[config.mk]
export PLATFORM = sky130hd
export DESIGN_NAME = flag_unit
export DESIGN_NICKNAME = d
export VERILOG_FILES = /design/src/rtl/flag_unit_pkg.sv /design/src/rtl/flag_unit_pend_counter.sv /design/src/rtl/flag_unit.sv
export SDC_FILE = /design/constraint.sdc
export NUM_CORES = 1
export LEC_CHECK = 0
export BUFFER_PORTS_ARGS = -buffer_cell sky130_fd_sc_hd__buf_4
export CAP_MARGIN = 20
export CORE_UTILIZATION = 28
export DETAILED_ROUTE_END_ITERATION = 7
export HOLD_SLACK_MARGIN = 0.08
export SLEW_MARGIN = 20
export SYNTH_ARGS = -nofsm -noshare
export SYNTH_HDL_FRONTEND = slang
export SYNTH_SLANG_ARGS = --single-unit
[constraint.sdc]
create_clock -name clk -period 1.5 [get_ports clk]
set_input_delay 0.3 -clock clk [delete_from_list [all_inputs] [get_ports clk]]
set_output_delay 0.3 -clock clk [all_outputs]
set_load 0.005 [all_outputs]
[src/rtl/flag_unit_pkg.sv]
// flag_unit_pkg: register ids, flag-set layout and branch codes shared
// between the flag unit and the decode-stage branch evaluator.
package flag_unit_pkg;

    // Register select encoding used by ex_dest, wb_dest and br_reg
    localparam logic REG_A = 1'b0;
    localparam logic REG_B = 1'b1;

    // Bit positions inside a 3-bit flag set, ordered {Z,N,C}
    localparam int FLAG_Z = 2;
    localparam int FLAG_N = 1;
    localparam int FLAG_C = 0;

    typedef logic [2:0] flags_t;

    // Branch condition codes understood by the branch evaluator
    typedef enum logic [2:0] {
        BR_ZS = 3'd0,
        BR_ZC = 3'd1,
        BR_NS = 3'd2,
        BR_NC = 3'd3,
        BR_CS = 3'd4,
        BR_CC = 3'd5,
        BR_AL = 3'd6,
        BR_NV = 3'd7
    } br_code_e;

    // Build a flag set from a result's zero/sign tests and its carry
    function automatic flags_t make_flags(
        input logic is_zero,
        input logic is_neg,
        input logic carry
    );
        flags_t f;
        f         = '0;
        f[FLAG_Z] = is_zero;
        f[FLAG_N] = is_neg;
        f[FLAG_C] = carry;
        return f;
    endfunction

    // Condition test shared with the branch evaluator
    function automatic logic br_taken(
        input br_code_e code,
        input flags_t   f
    );
        logic t;
        t = 1'b0;
        unique case (code)
            BR_ZS:   t = f[FLAG_Z];
            BR_ZC:   t = ~f[FLAG_Z];
            BR_NS:   t = f[FLAG_N];
            BR_NC:   t = ~f[FLAG_N];
            BR_CS:   t = f[FLAG_C];
            BR_CC:   t = ~f[FLAG_C];
            BR_AL:   t = 1'b1;
            BR_NV:   t = 1'b0;
            default: t = 1'b0;
        endcase
        return t;
    endfunction

endpackage

[src/rtl/flag_unit_pend_counter.sv]
// flag_unit_pend_counter (pend_counter): saturating count of in-flight
// flag-writing ops for one register, with over/underflow pulses.
module flag_unit_pend_counter #(
    parameter int DEPTH = 2,
    parameter int CW    = $clog2(DEPTH + 1)
) (
    input  logic          clk,
    input  logic          rst_n,
    input  logic          inc,
    input  logic          dec,
    output logic [CW-1:0] count,
    output logic          ovf,
    output logic          unf
);

    localparam logic [CW-1:0] MAX = CW'(DEPTH);

    logic [CW-1:0] cnt_q;
    logic [CW-1:0] cnt_d;

    // Next count: issue and retire in the same cycle cancel out;
    // an issue at MAX or a retire at zero holds and reports the fault.
    always_comb begin
        cnt_d = cnt_q;
        ovf   = 1'b0;
        unf   = 1'b0;
        if (inc && !dec) begin
            if (cnt_q == MAX) begin
                ovf = 1'b1;
            end else begin
                cnt_d = cnt_q + 1'b1;
            end
        end else if (dec && !inc) begin
            if (cnt_q == '0) begin
                unf = 1'b1;
            end else begin
                cnt_d = cnt_q - 1'b1;
            end
        end
    end

    // Counter register
    always_ff @(posedge clk or negedge rst_n) begin
        if (!rst_n) begin
            cnt_q <= '0;
        end else begin
            cnt_q <= cnt_d;
        end
    end

    assign count = cnt_q;

endmodule

[src/rtl/flag_unit.sv]
// flag_unit: Z/N/C flag registers for A and B plus branch stall logic.
// Define FLAG_FWD_EN to bypass WB flags to the outputs in the WB cycle.
module flag_unit
    import flag_unit_pkg::*;
#(
    parameter int DATA_W     = 8,
    parameter int PIPE_DEPTH = 2
) (
    input  logic              clk,
    input  logic              rst_n,
    input  logic              ex_issue,
    input  logic              ex_dest,
    input  logic              wb_valid,
    input  logic              wb_dest,
    input  logic [DATA_W-1:0] wb_result,
    input  logic              wb_carry,
    input  logic              br_valid,
    input  logic              br_reg,
    output logic              br_stall,
    output logic              ZA,
    output logic              NA,
    output logic              CA,
    output logic              ZB,
    output logic              NB,
    output logic              CB,
    output logic              err
);

    localparam int CW = $clog2(PIPE_DEPTH + 1);

    logic          iss_a;
    logic          iss_b;
    logic          wb_a;
    logic          wb_b;
    logic [CW-1:0] pend_a;
    logic [CW-1:0] pend_b;
    logic          ovf_a;
    logic          unf_a;
    logic          ovf_b;
    logic          unf_b;

    flags_t        wb_flags;
    flags_t        flags_a_q;
    flags_t        flags_a_d;
    flags_t        flags_b_q;
    flags_t        flags_b_d;
    flags_t        out_a;
    flags_t        out_b;
    logic          err_q;
    logic          err_d;

    logic [CW-1:0] pend_sel;
    logic          wb_sel;
    logic          busy;

    // Decode issue and write-back strobes per register
    always_comb begin
        iss_a = ex_issue && (ex_dest == REG_A);
        iss_b = ex_issue && (ex_dest == REG_B);
        wb_a  = wb_valid && (wb_dest == REG_A);
        wb_b  = wb_valid && (wb_dest == REG_B);
    end

    flag_unit_pend_counter #(
        .DEPTH (PIPE_DEPTH),
        .CW    (CW)
    ) u_pend_a (
        .clk   (clk),
        .rst_n (rst_n),
        .inc   (iss_a),
        .dec   (wb_a),
        .count (pend_a),
        .ovf   (ovf_a),
        .unf   (unf_a)
    );

    flag_unit_pend_counter #(
        .DEPTH (PIPE_DEPTH),
        .CW    (CW)
    ) u_pend_b (
        .clk   (clk),
        .rst_n (rst_n),
        .inc   (iss_b),
        .dec   (wb_b),
        .count (pend_b),
        .ovf   (ovf_b),
        .unf   (unf_b)
    );

    // Flags produced by the op completing WB this cycle
    always_comb begin
        wb_flags = make_flags(
            wb_result == '0,
            wb_result[DATA_W-1],
            wb_carry
        );
    end

    // Next flag state: only the WB target set is overwritten;
    // the error bit latches any counter fault until reset.
    always_comb begin
        flags_a_d = flags_a_q;
        flags_b_d = flags_b_q;
        if (wb_a) begin
            flags_a_d = wb_flags;
        end
        if (wb_b) begin
            flags_b_d = wb_flags;
        end
        err_d = err_q | ovf_a | unf_a | ovf_b | unf_b;
    end

    // Flag and error registers
    always_ff @(posedge clk or negedge rst_n) begin
        if (!rst_n) begin
            flags_a_q <= '0;
            flags_b_q <= '0;
            err_q     <= 1'b0;
        end else begin
            flags_a_q <= flags_a_d;
            flags_b_q <= flags_b_d;
            err_q     <= err_d;
        end
    end

    // Output flag sets, optionally bypassing the WB result
    always_comb begin
        out_a = flags_a_q;
        out_b = flags_b_q;
`ifdef FLAG_FWD_EN
        if (wb_a) begin
            out_a = wb_flags;
        end
        if (wb_b) begin
            out_b = wb_flags;
        end
`endif
    end

    // Stall a branch while its register still has unfinished writers
    always_comb begin
        pend_sel = (br_reg == REG_B) ? pend_b : pend_a;
        wb_sel   = (br_reg == REG_B) ? wb_b : wb_a;
`ifdef FLAG_FWD_EN
        // The op in WB counts as done; a retire at zero stays at zero
        busy = (pend_sel > CW'(1))
            || ((pend_sel == CW'(1)) && !wb_sel);
`else
        // The op in WB is not visible until its flags are registered
        busy = (pend_sel != '0) || wb_sel;
`endif
        br_stall = br_valid && busy;
    end

    assign ZA  = out_a[FLAG_Z];
    assign NA  = out_a[FLAG_N];
    assign CA  = out_a[FLAG_C];
    assign ZB  = out_b[FLAG_Z];
    assign NB  = out_b[FLAG_N];
    assign CB  = out_b[FLAG_C];
    assign err = err_q;

endmodule

==> results by group <==
Clocking
  – Clock transition at the registers of the reported paths: ~0.070 ns
  – Max Root-Sink Buffers: 2
  – Worst-skew pair later-pin latency: between 0.2 and 0.3 ns
  – Postcts setup bufs: 0
  – Post_cts resized: 0
  – Clock root cell: clkbuf_4
  – H-tree depth reported by CTS: 1
  – Num CTS Buffers: 3
  – Clock Sinks: 11
  – CTS tree: done

Drt
  – DRT Pass-1 Iters: 3
  – Final ANT Viol Nets: 0
  – Detailed router's first-iteration violation count: 1
  – Via-to-Cell Ratio: between 4 and 5
  – DRT Wirelength: around 1.2 mm
  – Via count: between 500 and 600
  – DRC violations left: 0
  – Average wire per standard cell: between 10 and 15 µm

Setup path
  – Worst Setup Start Kind: register
  – Kind of critical path: reg -> out
  – Critical path peak fanout: 2
  – Required @ worst endpoint: roughly 1.2 ns
  – R2R depth: 3
  – Worst r2r dst: err
  – Crit path DAT: around 1.4 ns
  – CP Capture Type: output pin
  – R2r startpoint: u_pend_a.count[1]
  – R2R setup slack: 0.45 ns

STA
  – Fmax: between 500 and 600 MHz
  – Actual slew at the worst max-slew pin: between 0.3 and 0.4 ns
  – Final Hold Fails: 0
  – Post-route setup slack: -0.226 ns
  – Final Cycle Share: 115%
  – # setup viols final: 1
  – RSZ-0062 raised after global routing: yes
  – TNS Setup: -0.226 ns
  – Clock skew: between 0.0005 and 0.0006 ns
  – Worst slew margin: roughly four fifths
  – Final hold slack: around 0.27 ns
  – Crit path time final: 1.73 ns
  – Pins over their slew limit: 0

Synthesis
  – Largest cells by area after synthesis: dfrtp_1, mux2_2, a21oi_1
  – Synthesis Warnings: 0
  – Post-synth EDFFs: 0
  – Cells after Synth: 56
  – Post-Syn Area: 571 µm²
  – Seq/Total Area, Yosys: between 40% and 50%
  – Syn avg cell area: approximately 10 µm²
  – Synth area leader: dfrtp_1
  – Synth async-reset ratio: between 90% and 100%
  – Synth cell types: 22
  – Register bit total from synthesis: 11
  – Synth top area share: 48.2%
  – Syn Nets: 73
  – Synth Flop Type: dfrtp_1

Global routing
  – Initial antenna violation count: 0
  – Met1 usage: about a fifth
  – Overflow after GRT: 0
  – Vias in the first global route: roughly 480
  – Gr busiest metal: met2
  – Largest net degree at the start of global routing: 12
  – Met2 Usage GRT: about 22%
  – GRT Total Usage: around 15%
  – M3 GR Usage: under 10%
  – First-pass GRT wire length: between 2 and 2.5 mm

Place
  – Post-Place Worst Slack: -0.0275 ns
  – Gp weighted congestion: between 0.7 and 0.8
  – I/O Buffers: 24
  – Hpwl dp: 939 µm

Power
  – Max IR drop VDD: ~0.64 mV
  – Leakage: 0.390 nW
  – Power Density: a little over 1000 nW/µm²

Run status
  – Status: finished, violations left
  – Failing checks: setup timing

Finish
  – Diodes inserted: 0
  – Synth-to-Final Area Change: 47.4%
  – Fin nets: 106
  – Share of layout cells above drive strength 1: between 40% and 50%

Floorplan
  – Die width: 47.1 µm
  – Floorplan core area: approximately 1800 µm²
  – # IOs: 25
  – DIE HEIGHT: 47.1 µm
  – Initial core utilization: roughly a third
  – Row cnt: 15
  – Die area: 2220 µm²

Worst hold path
  – Hold Path Class: in -> reg
  – Min-Delay Path Depth: 2
  – Hold Crit Endpoint: flags_b_q[0]
  – HP Start: wb_carry

Run
  – Max-cap violations: 0
[report_power, final]
part	internal (W)	switching, W
registers	0.000346	0.0000590
clock network	0.000103	0.000100
logic	0.000153	0.0000971
total	0.000602	0.000256
[sequential cells by signal, summed over array words and instances (netlist names)]
signal / count
u_pend_b.count: 2
u_pend_a.count: 2
flags_a_q: 3
flags_b_q: 3
err: 1
[timing repair]
item | CTS | global route
hold endpoints to repair | 11 | 0
endpoints found under the setup margin | 1 | 1
hold buffers | 1 | 0
pin swaps | 2 | 0
[area by class of cell]
class                           instances  area, µm²
Fill cell                             196        980
Multi-Input combinational cell         41        273
Inverter                                2       7.51
Timing Repair Buffer                   30        228
Sequential cell                        11        275
Clock buffer                            4       26.3
Tap cell                               25       31.3
[critical path: stages (launching register included)]
cell and delay, ns:
dfrtp_1 0.38, or4b_1 0.49, and3_1 0.16, buf_4 0.13
[synthesized netlist by cell type (2+ instances only)]
library cell	instances
dfrtp_1	11
o21ai_0	3
nor2_1	2
nand2_1	7
nor4_1	2
inv_1	2
mux2i_1	2
mux2_2	6
a21oi_1	7
nand3_1	2
[through the flow]
stage	std cells	util [%]	instance area, µm²	power (W)
after floorplan	56	-	571	0.000540
after global placement	108	44.2	805	0.000653
after detailed placement	108	44.2	805	0.000661
after CTS	113	46.2	841	0.000875
after global routing	113	46.2	841	0.000933
final	113	46.2	841	0.000859
[metal layers]
metal	up-vias	part of all wire (%)
li1	267	-
met1	228	47
met2	16	47
met3	0	5.4
met4	0	0
met5	-	0
[how the worst max path moves through the flow]
stage	slack, ns	start	depth (start not counted)	to
finish	-0.23	u_pend_a.count[1]	3	br_stall
global route	-0.31	u_pend_a.count[1]	3	br_stall
CTS	-0.24	u_pend_a.count[1]	3	br_stall
detailed placement	-0.03	wb_valid	5	br_stall
global placement	-0.01	wb_valid	5	br_stall
floorplan	0.10	wb_dest	4	br_stall
[cell usage in the layout (no fill, tap or decap), types with 2 or more instances in the layout]
cell	count
nand3_1	2
a21oi_1	7
dfrtp_1	11
nor2_1	2
o21ai_0	3
buf_4	29
nand2_1	7
nor4_1	2
inv_1	2
clkbuf_4	3
mux2_2	6
mux2i_1	2
[logic make-up after synthesis]
| group | after synthesis | synth area share [%] |
|---|---|---|
| AND/OR/NAND/NOR | 19 | 17.3 |
| AO/OA/AOI/OAI | 14 | 15.1 |
| flip-flops | 11 | 48.2 |
| multiplexers | 8 | 15.4 |
| buffers and inverters | 4 | 3.95 |
Note: power is estimated with default switching activity, not from simulation.
